`config.mk`:
```
export PLATFORM = sky130hd
export DESIGN_NAME = ifu_prefetch
export DESIGN_NICKNAME = d
export VERILOG_FILES = /design/src/rtl/ifu_prefetch.sv
export SDC_FILE = /design/constraint.sdc
export NUM_CORES = 1
export LEC_CHECK = 0
export BUFFER_PORTS_ARGS = -buffer_cell sky130_fd_sc_hd__buf_4
export CAP_MARGIN = 20
export CORE_MARGIN = 8
export CORE_UTILIZATION = 49
export DETAILED_ROUTE_END_ITERATION = 10
export PLACE_DENSITY = 0.74
export RECOVER_POWER = 50
export SETUP_SLACK_MARGIN = 0.4
export SYNTH_ARGS = -nofsm -noshare
export SYNTH_HDL_FRONTEND = slang
export SYNTH_SLANG_ARGS = --single-unit
```
`constraint.sdc`:
```
create_clock -name clk -period 7.1 [get_ports clk]
set_input_delay 1.775 -clock clk [delete_from_list [all_inputs] [get_ports clk]]
set_output_delay 1.775 -clock clk [all_outputs]
set_load 0.02 [all_outputs]
```
`src/rtl/ifu_prefetch.sv`:
```
// Instruction prefetch unit: issues sequential fetch requests, buffers in-order responses, and flushes on redirect.
// Optional IFU_MISALIGN_EN adds a fetch_misalign flag that stalls fetch after a misaligned redirect.
module ifu_prefetch #(
  parameter int ADDR_WIDTH = 64,
  parameter int INST_WIDTH = 32,
  parameter int DEPTH = 4,
  parameter logic [ADDR_WIDTH-1:0] RESET_PC = ADDR_WIDTH'(64'h80000000)
) (
  input  logic                  clk,
  input  logic                  rst,
  output logic                  imem_req_valid,
  input  logic                  imem_req_ready,
  output logic [ADDR_WIDTH-1:0] imem_req_addr,
  input  logic                  imem_rsp_valid,
  input  logic [INST_WIDTH-1:0] imem_rsp_inst,
  output logic                  out_valid,
  input  logic                  out_ready,
  output logic [ADDR_WIDTH-1:0] out_pc,
  output logic [INST_WIDTH-1:0] out_inst,
  input  logic                  redirect_valid,
  input  logic [ADDR_WIDTH-1:0] redirect_pc
`ifdef IFU_MISALIGN_EN
  ,
  output logic                  fetch_misalign
`endif
);

  localparam int PTR_W = (DEPTH > 1) ? $clog2(DEPTH) : 1;
  localparam int CNT_W = $clog2(DEPTH + 1);
  localparam logic [CNT_W:0] DEPTH_C = (CNT_W + 1)'(DEPTH);

  typedef enum logic {FETCH, FLUSH} state_t;

  state_t                  state;
  state_t                  state_nxt;
  logic [ADDR_WIDTH-1:0]   fetch_pc;
  logic [ADDR_WIDTH-1:0]   rsp_pc;
  logic [ADDR_WIDTH-1:0]   pc_mem [DEPTH];
  logic [INST_WIDTH-1:0]   inst_mem [DEPTH];
  logic [PTR_W-1:0]        wr_ptr;
  logic [PTR_W-1:0]        rd_ptr;
  logic [CNT_W-1:0]        count;
  logic [CNT_W-1:0]        outstanding;
  logic [CNT_W-1:0]        drop_cnt;
  logic [CNT_W-1:0]        drop_on_redirect;
  logic [ADDR_WIDTH-1:0]   redirect_aligned;
  logic                    credit_ok;
  logic                    req_fire;
  logic                    push;
  logic                    pop;
  logic                    halt;

  assign redirect_aligned = {redirect_pc[ADDR_WIDTH-1:2], 2'b00};
  assign credit_ok        = ({1'b0, count} + {1'b0, outstanding}) < DEPTH_C;
  // A response landing in the redirect cycle is already dropped, so it leaves the stale count.
  assign drop_on_redirect = outstanding - CNT_W'(imem_rsp_valid);

  assign req_fire      = imem_req_valid & imem_req_ready;
  assign imem_req_addr = fetch_pc;
  assign out_valid     = (count != '0) && !halt;
  assign pop           = out_valid & out_ready;
  assign out_pc        = pc_mem[rd_ptr];
  assign out_inst      = inst_mem[rd_ptr];

`ifdef IFU_MISALIGN_EN
  always_ff @(posedge clk) begin
    if (rst) begin
      fetch_misalign <= 1'b0;
    end else if (redirect_valid) begin
      fetch_misalign <= |redirect_pc[1:0];
    end
  end
  assign halt = fetch_misalign;
`else
  logic unused_pc_lsbs;
  assign unused_pc_lsbs = ^redirect_pc[1:0];
  assign halt = 1'b0;
`endif

  always_ff @(posedge clk) begin
    if (rst) begin
      state <= FETCH;
    end else begin
      state <= state_nxt;
    end
  end

  always_comb begin
    state_nxt = state;
    if (redirect_valid) begin
      state_nxt = (drop_on_redirect != '0) ? FLUSH : FETCH;
    end else if (state == FLUSH && imem_rsp_valid && drop_cnt == CNT_W'(1)) begin
      state_nxt = FETCH;
    end
  end

  always_comb begin
    imem_req_valid = 1'b0;
    push           = 1'b0;
    if (!rst && !redirect_valid && state == FETCH) begin
      imem_req_valid = credit_ok && !halt;
      push           = imem_rsp_valid;
    end
  end

  always_ff @(posedge clk) begin
    if (rst) begin
      fetch_pc    <= RESET_PC;
      rsp_pc      <= RESET_PC;
      wr_ptr      <= '0;
      rd_ptr      <= '0;
      count       <= '0;
      outstanding <= '0;
      drop_cnt    <= '0;
    end else begin
      outstanding <= outstanding + CNT_W'(req_fire) - CNT_W'(imem_rsp_valid);
      if (redirect_valid) begin
        fetch_pc <= redirect_aligned;
        rsp_pc   <= redirect_aligned;
        wr_ptr   <= '0;
        rd_ptr   <= '0;
        count    <= '0;
        drop_cnt <= drop_on_redirect;
      end else begin
        if (req_fire) begin
          fetch_pc <= fetch_pc + ADDR_WIDTH'(4);
        end
        if (push) begin
          wr_ptr <= wr_ptr + PTR_W'(1);
          rsp_pc <= rsp_pc + ADDR_WIDTH'(4);
        end
        if (pop) begin
          rd_ptr <= rd_ptr + PTR_W'(1);
        end
        case ({push, pop})
          2'b10:   count <= count + CNT_W'(1);
          2'b01:   count <= count - CNT_W'(1);
          default: count <= count;
        endcase
        if (state == FLUSH && imem_rsp_valid) begin
          drop_cnt <= drop_cnt - CNT_W'(1);
        end
      end
    end
  end

  // Buffer storage holds data only; occupancy is tracked by the reset control above.
  always_ff @(posedge clk) begin
    if (push) begin
      pc_mem[wr_ptr]   <= rsp_pc;
      inst_mem[wr_ptr] <= imem_rsp_inst;
    end
  end

endmodule

```
After elaboration in Yosys (flattened, before gate mapping)

Memories as Yosys holds them, arrays and structs flattened. A register that Yosys moved wholly into a read port is not among the register bits.
Cells that the tools add are included.

Add/sub/neg operators: 11
Order comparisons: 1
Equal/unequal tests: 3
Muxes and demuxes: 18
Bitwise operators: 3
Reductions and logical operators: 14

Operator list:

| operator                                                                     | number |
|---|---|
| 64-bit 2-to-1 mux                                                            | 4 |
| 64-bit by 3-bit adder with 64-bit output, second input constant              | 2 |
| 2-bit nonzero test                                                           | 5 |
| 2-bit 2-to-1 mux                                                             | 4 |
| 1-bit 2-to-1 mux                                                             | 7 |
| 3-bit 2-to-1 mux                                                             | 2 |
| 3-bit one-hot mux with 2 select lines                                        | 1 |
| 3-bit nonzero test                                                           | 2 |
| 3-bit by 1-bit subtractor with 3-bit output                                  | 2 |
| 3-bit by 1-bit subtractor with 3-bit output, second input constant           | 2 |
| 2-bit by 1-bit adder with 2-bit output, second input constant                | 2 |
| 3-bit by 3-bit adder with 4-bit output                                       | 1 |
| 1-bit logical AND                                                            | 4 |
| 4-bit by 3-bit less-than comparator with 1-bit output, second input constant | 1 |
| 3-bit by 1-bit adder with 3-bit output                                       | 1 |
| 3-bit by 1-bit adder with 3-bit output, second input constant                | 1 |
| 3-bit by 1-bit equality test with 1-bit output, second input constant        | 1 |
| 1-bit bitwise AND                                                            | 2 |
| 2-bit by 1-bit equality test with 1-bit output, second input constant        | 1 |
| 2-bit equality test, second input constant                                   | 1 |
| 1-bit logical NOT                                                            | 2 |
| 2-bit OR reduction                                                           | 1 |
| 1-bit inverter                                                               | 1 |

Word-level logic and storage cells: 62
Memories: 2
Bits of input ports: 102
Register bits after elaboration: 142
Output and inout bits: 162
RAM bits: 384

Memories:

| name     | words | width | rd ports | clocked after Yosys merged registers in | wr ports | RTL line | RTL |
|---|---|---|---|---|---|---|---|
| pc_mem   | 4     | 64    | 1        | 1                                       | 1        | 38       | `logic [ADDR_WIDTH-1:0] pc_mem [DEPTH];` |
| inst_mem | 4     | 32    | 1        | 1                                       | 1        | 39       | `logic [INST_WIDTH-1:0] inst_mem [DEPTH];` |

Logic depth before layout (Yosys ltp)

Depth after elaboration: 7
Mapped depth: 12
Mapped depth without buffers: 11

Least setup slack after synthesis

OpenSTA, ideal clock, no wires.

Kind: input port to flip-flop
From: input port redirect_valid
To: memory inst_mem[0][0] (enable)
Library setup time: 0.463 ns
Path buffers: 3
Slack: 1.552 ns
Stages: 5
Arrival time: 5.084 ns
Required time: 6.637 ns
Cells stage by stage: clkbuf_1 > nor4b_4 > clkbuf_1 > clkbuf_1 > and2_1

Longest elaborated chain between the ends: 6

Ends and longest elaborated chain:

| what                                   | RTL line | RTL |
|---|---|---|
| start: declaration                     | 20       | `input logic redirect_valid,` |
| 1-bit logical NOT                      | 100      | `if (!rst && !redirect_valid && state == FETCH) begin` |
| 1-bit logical AND (2 in a row)         | 100      |  |
| 1-bit 2-to-1 mux                       | 100      |  |
| 1-bit 2-to-1 mux                       | 149      | `if (push) begin` |
| 1-bit 2-to-1 mux (implied by the code) | 151      | `inst_mem[wr_ptr] <= imem_rsp_inst;` |
| end: declaration                       | 39       |  |

Every way passes these cells.

Final worst setup path

From: input port redirect_valid
To: register fetch_pc[3] (netlist: imem_req_addr[3])

Longest elaborated chain between the ends: 6
Elaborated cells between the ends (all ways): 7
Those cells by class: 2 x mux; 1 x bitwise; 4 x reduce/logical

Ends and longest elaborated chain:

| what                                | RTL line | RTL |
|---|---|---|
| 1-bit logical NOT                   | 100      |  |
| 1-bit logical AND (2 in a row)      | 100      |  |
| 1-bit 2-to-1 mux                    | 100      |  |
| 1-bit bitwise AND                   | 58       | `assign req_fire = imem_req_valid & imem_req_ready;` |
| 2-bit nonzero test (no source line) | --       |  |
| end signal: assignment              | 118      | `fetch_pc <= redirect_aligned;` |
| end signal: assignment              | 126      | `fetch_pc <= fetch_pc + ADDR_WIDTH'(4);` |
| end: declaration                    | 36       | `logic [ADDR_WIDTH-1:0] fetch_pc;` |

Several ways; a longest one is shown, not always the timed one.
A chain may end at the register's enable or synchronous reset.

==> metrics.json <==
{
  "run_status": {"value": "complete, but fails checks"},
  "failed_checks": {"value": "capacitance limit, slew limit"},
  "drtPass1Iterations": {"value": 6},
  "cts_post_setup_buffers_inserted": {"value": 0},
  "crit_fanout": {"value": 86},
  "route.detailed.wl_per_inst": {"value": 23.8, "unit": "µm"},
  "p_leak": {"value": 0.00823, "unit": "µW"},
  "min_path_type": {"value": "flip-flop to flip-flop"},
  "clock_latency": {"value": 0.59, "unit": "ns"},
  "cts_resized": {"value": 0},
  "criticalPathCategory": {"value": "input port to flip-flop"},
  "fp.dieH": {"value": 228, "unit": "µm"},
  "finalWorstPathRequiredPeriod": {"value": 5.75, "unit": "ns"},
  "area_growth_syn_to_layout": {"value": 16.8, "unit": "%"},
  "antenna_violations_before_repair": {"value": 0},
  "number_of_enable_type_register_cells_in_the_synthesized_netlist": {"value": 376},
  "mostFrequentLayoutCell": {"value": "sky130_fd_sc_hd__edfxtp_1"},
  "antenna_cells": {"value": 0},
  "cts-root-to-sink-buffers": {"value": 3},
  "floorplan.initialDensity": {"value": 0.497},
  "fp-row-count": {"value": 77},
  "power.ir.vdd_worst": {"value": 0.000163, "unit": "V"},
  "ys_types": {"value": 70},
  "cp_slowest_stage_delay": {"value": 0.90, "unit": "ns"},
  "cts-root-buf": {"value": "sky130_fd_sc_hd__clkbuf_16"},
  "layout.nets": {"value": 1908},
  "ioPinCount": {"value": 264},
  "number_of_violations_reported_at_the_end_of_detailed_routing_iteration_0": {"value": 1551},
  "cap_viol_max_count": {"value": 3},
  "startpoint_type": {"value": "input port"},
  "htree_num_levels": {"value": 2},
  "drcViolationCount": {"value": 0},
  "worst_ep_arrival_time": {"value": 6.19, "unit": "ns"},
  "r2r_slack": {"value": 2.75, "unit": "ns"},
  "synth_seq_area_share": {"value": 0.642},
  "ant_nets": {"value": 0},
  "estimated_wirelength_of_the_detail_placed_design": {"value": 38400, "unit": "µm"},
  "ys_warn_count": {"value": 0},
  "cp_slowest_cell": {"value": "sky130_fd_sc_hd__clkinvlp_2"},
  "timing_hold_violations_final": {"value": 0},
  "setup-violations-final": {"value": 0},
  "crit_path_max_delay_family": {"value": "buffers and inverters"},
  "crit_buf_inv": {"value": 5},
  "grt_start_max_net_pins": {"value": 87},
  "final_max_slew_viol_count": {"value": 144},
  "core_area": {"value": 44200, "unit": "µm²"},
  "grt_first_pass_wirelength": {"value": 87500, "unit": "µm"},
  "routed_via_count_divided_by_cell_count": {"value": 6.21},
  "timing.fmax": {"value": 174, "unit": "MHz"},
  "power.total": {"value": 6470, "unit": "µW"},
  "gp_routability_congestion": {"value": 0.949},
  "buffer_ports.inserted": {"value": 257},
  "floorplan.die.width": {"value": 228, "unit": "µm"},
  "wl": {"value": 57400, "unit": "µm"},
  "timing.critical_path.to_type": {"value": "flip-flop"},
  "cts_hold_repair.buffers": {"value": 0},
  "cts_buffers": {"value": 52},
  "synthesis.area_per_instance": {"value": 14.2, "unit": "µm²"},
  "synthCells": {"value": 1543},
  "yosys_register_bits": {"value": 516},
  "grt_overflow_total": {"value": 0},
  "layout-drive-gt1-share": {"value": 0.199},
  "track_usage": {"value": 0.215},
  "cts.sink_count": {"value": 516},
  "layout.cells.most_common_list": {"value": "376 x sky130_fd_sc_hd__edfxtp_1, 173 x sky130_fd_sc_hd__buf_4, 138 x sky130_fd_sc_hd__dfxtp_1"},
  "synth_ff_type": {"value": "sky130_fd_sc_hd__edfxtp_1"},
  "skew": {"value": 0.0120, "unit": "ns"},
  "worst_ep_required_time": {"value": 7.54, "unit": "ns"},
  "grt_setup_unrepaired": {"value": "no"},
  "pwr_density_cell": {"value": 252, "unit": "nW/µm²"},
  "post_synth_instance_area": {"value": 22000, "unit": "µm²"},
  "cts_tree": {"value": "yes"},
  "final.period_utilization": {"value": 0.810},
  "worst_pin_slew": {"value": 1.98, "unit": "ns"},
  "critical_path.cell_chain": {"value": "buf_4 > clkbuf_1 > clkinvlp_2 > clkbuf_1 > buf_4 > o21ai_0 > a31oi_1"},
  "async_flop_share": {"value": 0},
  "clkTransAtPathRegs": {"value": 0.06, "unit": "ns"},
  "total_negative_slack": {"value": 0, "unit": "ns"},
  "worst_slew_margin_rel": {"value": -0.319},
  "first_global_vias": {"value": 14700},
  "full_die_area": {"value": 51900, "unit": "µm²"},
  "vias": {"value": 15000}
}
==> layout make-up <==
class	count	area, µm²
sequential	516	14100
fill	3509	18600
clock inverter	26	211
multi-input combinational	911	7390
tap	592	741
clock buffer	65	1370
timing repair buffer	274	1700
inverter	34	129
==> Yosys cell counts, drive strengths merged (3+ instances only) <==
cell / n / area share
o21a: 29 / 0.0099
a31oi: 27 / 0.0077
o31a: 22 / 0.0088
a21oi: 28 / 0.0064
nor3: 29 / 0.0066
nor2b: 5 / 0.0014
inv: 33 / 0.0056
o211ai: 10 / 0.0034
and2: 18 / 0.0051
or4: 27 / 0.0094
and4: 13 / 0.0052
o21ai: 28 / 0.0064
a21boi: 33 / 0.011
dfxtp: 140 / 0.13
mux4: 94 / 0.096
nand3: 64 / 0.015
a211oi: 13 / 0.0044
o311ai: 8 / 0.0032
a311oi: 14 / 0.0056
o311a: 6 / 0.0027
nand4: 61 / 0.018
nor4: 38 / 0.012
clkbuf: 58 / 0.0099
or3: 20 / 0.0057
and3: 27 / 0.0077
edfxtp: 376 / 0.51
xor2: 27 / 0.011
nand2b: 5 / 0.0014
buf: 27 / 0.0060
nor2: 64 / 0.011
or2: 3 / 0.00085
nor4b: 6 / 0.0038
ha: 15 / 0.0085
xnor2: 27 / 0.011
nand2: 96 / 0.017
o31ai: 16 / 0.0055
mux2i: 4 / 0.0018
==> worst reg2reg max path: stages (launching register included) <==
cell and delay (ns):
sky130_fd_sc_hd__dfxtp_1 0.40, sky130_fd_sc_hd__nor4b_4 0.59, sky130_fd_sc_hd__clkbuf_1 0.85, sky130_fd_sc_hd__and2_2 1.47, sky130_fd_sc_hd__buf_4 0.66
==> power by group <==
part	total (µW)	internal (µW)	leakage, µW	switching (µW)
Sequential	3440	3320	0.00460	118
Clock	2600	1470	0.000773	1130
Combinational	431	174	0.00286	258
==> registers in the layout, summed over array words and instances, names as in the netlist, named ones only <==
name,cells
rsp_pc,62
drop_cnt,3
count,3
imem_req_addr,62
inst_mem,128
pc_mem,248
state,1
wr_ptr,2
rd_ptr,2
outstanding,3
==> worst paths after layout <==
check,startpoint,end,cells past startpoint
max,redirect_valid,imem_req_addr[3]$_SDFFE_PP0P_,7
min,wr_ptr[1]$_SDFFE_PP0P_,wr_ptr[1]$_SDFFE_PP0P_,2
max reg2reg,state$_SDFFE_PP0P_,pc_mem[3][3]$_DFFE_PP_,4
min reg2reg,wr_ptr[1]$_SDFFE_PP0P_,wr_ptr[1]$_SDFFE_PP0P_,2
==> through the flow <==
stage           util  instances  hold WS (ns)  instance area [µm²]  setup WS [ns]
4_1_cts        0.589       2417         0.502                26000           2.14
3_3_place_gp   0.553       2326         0.475                24400           1.99
6_report       0.580       2418         0.499                25600           1.35
2_1_floorplan      -       1546         0.458                22000           1.55
3_5_place_dp   0.553       2326         0.493                24400           1.94
5_1_grt        0.580       2418         0.523                25600           1.06
==> metal layers <==
| layer | vias to the layer above | wire, µm | part of all wire | GRT usage |
|---|---|---|---|---|
| met4 | 0 | 1790 | 0.031 | 0.0743 |
| li1 | 6653 | - | - | - |
| met2 | 751 | 26200 | 0.46 | 0.330 |
| met5 | - | 0 | 0 | 0 |
| met3 | 119 | 5120 | 0.089 | 0.0504 |
| met1 | 7485 | 24300 | 0.42 | 0.298 |
==> cell families (layout without fill, tap and decap cells) <==
logic type | after synthesis | count (layout) | synth area share
AO/OA/AOI/OAI | 250 | 250 | 0.0823
XOR/XNOR | 54 | 54 | 0.0215
adder cells (fa/ha/maj) | 17 | 17 | 0.0104
buffers and inverters | 119 | 399 | 0.0218
flip-flops | 516 | 516 | 0.642
multiplexers | 100 | 100 | 0.0992
other | 1 | 4 | 0.000171
AND/OR/NAND/NOR | 486 | 486 | 0.123
(Power assumes the default switching activity.)
